[src/rtl/hazard_unit_ms.sv]
// ID-stage hazard detector: load-use / branch-compare stalls, memory-wait freeze,
// branch-comparator forward selects and a saturating stall-cycle counter.
//
// state  | meaning
// RUN    | normal operation, hazards evaluated combinationally each cycle
// LSTALL | extra load-latency stall cycles, lcnt counts down
// FREEZE | data memory busy; ret_state remembers where to resume
module hazard_unit_ms #(
    parameter int REG_AW    = 5,
    parameter int LOAD_LAT  = 1,
    parameter bit BR_FWD_EN = 1'b1,
    parameter int CNT_W     = 16
) (
    input  logic              clk,
    input  logic              rst_n,
    input  logic              id_branch,
    input  logic [REG_AW-1:0] id_rs,
    input  logic [REG_AW-1:0] id_rt,
    input  logic              id_alusrc,
    input  logic              ex_regwrite,
    input  logic              ex_memread,
    input  logic [REG_AW-1:0] ex_rd,
    input  logic              mem_regwrite,
    input  logic              mem_memtoreg,
    input  logic              mem_memop,
    input  logic [REG_AW-1:0] mem_rd,
    input  logic              wb_regwrite,
    input  logic [REG_AW-1:0] wb_rd,
    input  logic              dmem_ready,
    input  logic              clr_cnt,
    output logic              stall,
    output logic              idflush,
    output logic              freeze,
    output logic [1:0]        fwd_a,
    output logic [1:0]        fwd_b,
    output logic [CNT_W-1:0]  stall_cycles
);

    typedef enum logic [1:0] {RUN, LSTALL, FREEZE} state_t;

    localparam logic [1:0] LCNT_INIT = 2'(LOAD_LAT - 1);

    state_t     state, state_next;
    state_t     ret_state, ret_next;
    state_t     eff_state;
    logic [1:0] lcnt, lcnt_next;

    logic       frz_cond, rt_used;
    logic       rs_ex, rt_ex, rs_mem, rt_mem, rs_wb, rt_wb;
    logic       load_use, br_ex, br_mem;
    logic       stall_c, idflush_c, freeze_c;
    logic [1:0] fwd_a_c, fwd_b_c;

    // Register 0 is hardwired, so it never matches.
    always_comb begin
        rs_ex  = (ex_rd  != '0) && (id_rs == ex_rd);
        rt_ex  = (ex_rd  != '0) && (id_rt == ex_rd);
        rs_mem = (mem_rd != '0) && (id_rs == mem_rd);
        rt_mem = (mem_rd != '0) && (id_rt == mem_rd);
        rs_wb  = (wb_rd  != '0) && (id_rs == wb_rd);
        rt_wb  = (wb_rd  != '0) && (id_rt == wb_rd);
    end

    assign rt_used  = id_branch | ~id_alusrc;
    assign frz_cond = mem_memop & ~dmem_ready;
    assign load_use = ex_memread & (rs_ex | (rt_used & rt_ex));
    assign br_ex    = id_branch & ex_regwrite & (rs_ex | rt_ex);
    assign br_mem   = id_branch & mem_regwrite & (rs_mem | rt_mem)
                      & (mem_memtoreg | ~BR_FWD_EN);
    assign eff_state = (state == FREEZE) ? ret_state : state;

    always_ff @(posedge clk or negedge rst_n) begin
        if (!rst_n) begin
            state     <= RUN;
            ret_state <= RUN;
            lcnt      <= 2'd0;
        end else begin
            state     <= state_next;
            ret_state <= ret_next;
            lcnt      <= lcnt_next;
        end
    end

    always_comb begin
        state_next = state;
        ret_next   = ret_state;
        lcnt_next  = lcnt;
        stall_c    = 1'b0;
        idflush_c  = 1'b0;
        freeze_c   = 1'b0;
        fwd_a_c    = 2'b00;
        fwd_b_c    = 2'b00;
        if (frz_cond) begin
            freeze_c = 1'b1;
            stall_c  = 1'b1;
            if (state != FREEZE) begin
                state_next = FREEZE;
                ret_next   = state;
            end
        end else if (eff_state == LSTALL) begin
            stall_c    = 1'b1;
            idflush_c  = 1'b1;
            lcnt_next  = lcnt - 2'd1;
            state_next = (lcnt <= 2'd1) ? RUN : LSTALL;
        end else begin
            state_next = RUN;
            if (load_use) begin
                stall_c   = 1'b1;
                idflush_c = 1'b1;
                if (LOAD_LAT > 1) begin
                    state_next = LSTALL;
                    lcnt_next  = LCNT_INIT;
                end
            end else if (br_ex || br_mem) begin
                stall_c   = 1'b1;
                idflush_c = 1'b1;
            end else begin
                if (id_branch && BR_FWD_EN && mem_regwrite && !mem_memtoreg && rs_mem)
                    fwd_a_c = 2'b01;
                else if (id_branch && wb_regwrite && rs_wb)
                    fwd_a_c = 2'b10;
                if (id_branch && BR_FWD_EN && mem_regwrite && !mem_memtoreg && rt_mem)
                    fwd_b_c = 2'b01;
                else if (id_branch && wb_regwrite && rt_wb)
                    fwd_b_c = 2'b10;
            end
        end
    end

    // Outputs are forced low while reset is held, even mid-cycle.
    always_comb begin
        stall   = stall_c   & rst_n;
        idflush = idflush_c & rst_n;
        freeze  = freeze_c  & rst_n;
        fwd_a   = rst_n ? fwd_a_c : 2'b00;
        fwd_b   = rst_n ? fwd_b_c : 2'b00;
    end

    always_ff @(posedge clk or negedge rst_n) begin
        if (!rst_n)
            stall_cycles <= '0;
        else if (clr_cnt)
            stall_cycles <= '0;
        else if (stall && (stall_cycles != {CNT_W{1'b1}}))
            stall_cycles <= stall_cycles + 1'b1;
    end

endmodule

[config.mk]
export PLATFORM = sky130hd
export DESIGN_NAME = hazard_unit_ms
export DESIGN_NICKNAME = d
export VERILOG_FILES = /design/src/rtl/hazard_unit_ms.sv
export SDC_FILE = /design/constraint.sdc
export NUM_CORES = 1
export LEC_CHECK = 0
export CAP_MARGIN = 30
export CORE_ASPECT_RATIO = 2
export CORE_MARGIN = 4
export CORE_UTILIZATION = 48
export DETAILED_ROUTE_END_ITERATION = 6
export PLACE_DENSITY_LB_ADDON = 0.08
export SYNTH_ARGS = -nofsm -noshare
export SYNTH_HDL_FRONTEND = slang
export SYNTH_SLANG_ARGS = --single-unit
[constraint.sdc]
create_clock -name clk -period 4 [get_ports clk]
set_clock_uncertainty 0.1 [all_clocks]
set_input_delay 0.4 -clock clk [delete_from_list [all_inputs] [get_ports clk]]
set_output_delay 0.4 -clock clk [all_outputs]
set_load 0.01 [all_outputs]
==> Word-level counts from Yosys, hierarchy flattened <==
Index checks and enable logic that the tools add are counted.
{ "totals": {"ff_bits": 22, "in_bits": 37, "out_inout_bits": 23, "word_cells": 85} }
{ "op_classes": {"add_sub_neg": 2, "n_lt_le_gt_ge": 1, "eq_ne": 11, "mux": 27, "n_bitwise": 18, "n_reduce_logical": 22} }
{ "ops": {"columns": ["cell", "count"], "rows": [
  ["two-way mux 2 bit", 17],
  ["two-way mux 16 bit", 2],
  ["equality test 5 bit", 6],
  ["adder 16 x 1 -> 16 bit, second input constant", 1],
  ["inequality test 16 bit, second input constant", 1],
  ["nonzero test 5 bit", 3],
  ["logical AND 1 bit", 14],
  ["bitwise AND 1 bit", 11],
  ["two-way mux 1 bit", 8],
  ["OR 1 bit", 4],
  ["AND reduction 2 bit", 2],
  ["NOT 1 bit", 3],
  ["equality test 2 x 1 -> 1 bit, second input constant", 1],
  ["equality test 2 bit, second input constant", 1],
  ["less-or-equal comparator 2 x 1 -> 1 bit, second input constant", 1],
  ["inequality test 2 x 1 -> 1 bit, second input constant", 1],
  ["inequality test 2 bit, second input constant", 1],
  ["nonzero test 2 bit", 1],
  ["subtractor 2 x 1 -> 2 bit, second input constant", 1],
  ["zero test 1 bit", 1],
  ["logical OR 1 bit", 1]
]} }

==> Logic depth before layout (Yosys ltp) <==
{ "logic_depth": {"word_depth": 14, "depth_mapped": 8} }

==> Worst setup path after synthesis <==
No wires, ideal clock.
{ "synth_path": {"path_type": "input to output", "startpoint": "input mem_rd[0]", "endpoint": "output fwd_a[1]", "t_arrival_ns": 2.166, "path_slack_ns": 1.334, "cell_stages": 8, "path_buffers": 1, "cell_sequence": "or3_1 -> o311a_1 -> nand2_1 -> a21oi_1 -> nor3_2 -> buf_2 -> nand2_1 -> nor4b_1"} }
{ "synth_between": {"elab_chain_cells": 11, "elab_cells_between_ends": 16, "cone_classes": "eq/ne (2); mux (6); bitwise (3); reduce/logical (5)"} }
{ "synth_rtl": {"columns": ["element", "line", "source"], "rows": [
  ["start, declared", "26", "input logic [REG_AW-1:0] mem_rd,"],
  ["equality test 5 bit (tied with other cells)", "58", "rs_mem = (mem_rd != '0) && (id_rs == mem_rd);"],
  ["logical AND 1 bit, on equally long branches", "58, 59", null],
  ["OR 1 bit", "68", "assign br_mem = id_branch & mem_regwrite & (rs_mem | rt_mem)"],
  ["bitwise AND 1 bit", "68", null],
  ["bitwise AND 1 bit", "69", "& (mem_memtoreg | ~BR_FWD_EN);"],
  ["logical OR 1 bit", "114", "end else if (br_ex || br_mem) begin"],
  ["two-way mux 2 bit *", "114", null],
  ["two-way mux 2 bit *", "107", "if (load_use) begin"],
  ["two-way mux 2 bit *", "100", "end else if (eff_state == LSTALL) begin"],
  ["two-way mux 2 bit *", "93", "if (frz_cond) begin"],
  ["two-way mux 2 bit *", "135", "fwd_a = rst_n ? fwd_a_c : 2'b00;"],
  ["end, declared", "34", "output logic [1:0] fwd_a,"]
]} }
Mark *: on every way between the ends. The rest lies on a longest branch, timed or not.

==> Worst setup path after layout <==
Same ends and word-level chain as after synthesis.

==> flow_summary_export.csv <==
group,metric,value,unit
status,outcome,"completed",
placement,port_buffers,59,
grt,grt_antenna_before_repair,0,
cts,postCtsSetupRepairBufs,0,
pwr,irDropWorstVdd,0.145,mV
synth,yosysTopAreaCell,"dfrtp_1",
placement,place_congestion,0.860,
cells_and_area,fin_cells,281,
timing,worstMarginPinSlew,914,ps
critical_path,cp.arrival,3000,ps
synth,synth-seq-area-share,0.329,
drt,vias,1640,
synth,ys_top_cells_by_count,"22 x dfrtp_1, 19 x xor2_1, 17 x nor2_1",
grt,grt_pass1_wl,6930,µm
grt,grt_overflow_total,0,
die,rows,30,
critical_path,cp_max_fo,4,
drt,avgRoutedWirePerCell,15.5,µm
drt,drt_iter0_markers,33,
timing,slew_headroom,0.389,
cells_and_area,fillers,269,
die,die_y,91.5,µm
critical_path,crit_required,3500,ps
synth,synth-edff-count,0,
cts,cts_max_level,1,
drt,antenna_left,0,
drt,drc_errors,0,
pwr,cellPowerDensity,210,nW/µm²
critical_path,start_kind,"input pin",
timing,drv_slew,0,
timing,clock.fmax,286,MHz
grt,grtUsageTotal,0.197,
cts,cts.clk_slew.worst_paths,70,ps
grt,grt_pass1_vias,1647,
die,start_util,0.495,
timing,min_period,3500,ps
hold_path,hold_class,"register to register",
drt,dr.pass1.iters,4,
critical_path,crit_type,"input pin to primary output",
synth,syn_area,1670,µm²
cts,ctsResizeCount,0,
pwr,p_leak,0.931,nW
cells_and_area,antenna_cells,0,
synth,synth_area_leaders,"dfrtp_1 33%, xor2_1 9.9%, mux2_2 7.4%, xnor2_1 6.3%, nor2_1 3.8%",
critical_path,cp-end-kind,"primary output",
die,ioPinCount,60,
timing,finalSetupViolCount,0,
cts,cts_buffer_depth,2,
timing,timing.final.crit_share,0.876,
synth,synth_top_area_frac,0.329,
die,die_area,4550,µm²
die,coreArea,3380,µm²
synth,postSynthCellCount,189,
synth,ys_warn_count,0,
cells_and_area,drive_gt1_frac,0.0843,
cts,cts_tree,"yes",
timing,setup_tns,0,ps
cells_and_area,syn_to_final_growth,39.6,%
die,die_width,49.7,µm
placement,place_inst,278,
cells_and_area,finalNetCount,290,
synth,syn-num-nets,228,
synth,ys_types,34,
cts,clock_sinks,22,
cts,cts_buffers,3,
cts,clockRootBuffer,"clkbuf_8",
timing,whs,390,ps
grt,grt_start_max_net_pins,28,
timing,rsz0062_at_grt,"no",
synth,syn_avg_cell_area,8.85,µm²
synth,synth.most_common_cell,"dfrtp_1",
cts,holdBufCountCts,0,
cts,clk_latency,250,ps
drt,wl,4350,µm
synth,ys_ff_latch,22,
synth,synth_top_flop_cell,"dfrtp_1",
drt,vias_per_cell,5.84,
flow_run,max_cap_violations,0,
timing,finalHoldViolCount,0,
placement,hpwl,3670,µm
synth,synth_async_sr_flop_share,1.00,
[final timing paths]
| path | startpoint | to | slack (ps) | cells past startpoint |
|---|---|---|---|---|
| max | mem_rd[0] | fwd_a[1] | 500 | 9 |
| max in group asynchronous | rst_n | stall_cycles[9] | 3020 | 2 |
| min in group asynchronous | rst_n | ret_state[1] | 530 | 2 |
| min reg2reg | lcnt[0] | lcnt[0] | 390 | 1 |
| min | lcnt[0] | lcnt[0] | 390 | 1 |
| max reg2reg | stall_cycles[3] | stall_cycles[4] | 1600 | 7 |
[worst max-delay path, cell delays in order]
cell	delay (ps)
clkdlybuf4s50_1	460
or3_1	390
o311a_1	310
nand2_1	70
a21oi_1	60
nor3_2	190
nand2_1	140
nor4b_1	370
clkdlybuf4s50_1	610
[routing by layer]
metal	GRT usage	vias to the layer above	part of all wire
li1	-	804	-
met1	0.168	755	0.33
met2	0.379	62	0.55
met3	0.0361	19	0.056
met4	0.141	0	0.062
met5	0	-	0
[cells by family (layout without fill, tap and decap cells)]
family | count (synthesis) | after routing | share of synthesized area
xor+xnor | 31 | 31 | 0.162
buf+inv | 7 | 67 | 0.0209
flops | 22 | 22 | 0.329
mux | 12 | 12 | 0.0800
simple gates | 94 | 94 | 0.315
fa+ha+maj | 2 | 2 | 0.0150
compound gates | 21 | 21 | 0.0778
[where the power goes]
group          internal, mW  switching [mW]  total, mW
combinational        0.0662          0.0597      0.126
clock                0.0669          0.0653      0.132
sequential            0.228         0.00469      0.233
total                 0.361           0.130      0.491
[cell type report]
cell class,instances,area [µm²],area share
Sequential cell,22,551,0.236
Inverter,3,11.3,0.00482
Timing Repair Buffer,61,606,0.259
Multi-Input combinational cell,160,1090,0.465
Clock buffer,3,41.3,0.0177
Tap cell,32,40.0,0.0171
[flip-flops by register name, indices dropped and copies added (netlist names)]
signal,flops
state,2
stall_cycles,16
lcnt,2
ret_state,2
[cell usage in the layout (no fill, tap or decap), types with 4 or more instances in the layout]
cell type	Yosys	layout
clkdlybuf4s50_1	0	59
nor2_1	17	17
and3_1	4	4
xnor2_1	12	12
dfrtp_1	22	22
a21oi_1	10	10
or3_1	4	4
nor3_1	10	10
nand2_1	12	12
o21ai_0	5	5
nor2b_1	10	10
nand3_1	10	10
xor2_1	19	19
mux2_2	11	11
nor3b_1	4	4
nor4b_1	4	4
[per-stage QoR]
stage                     setup WS [ps]  cell area (µm²)   util  power [mW]
after floorplan                    1330             1670      -       0.294
after global placement              583             2290  0.679       0.362
after CTS                           495             2340  0.691       0.497
final                               498             2340  0.691       0.491
after detailed placement            484             2290  0.679       0.364
after global routing                391             2340  0.691       0.517
Power figures use the tool's default switching activity.
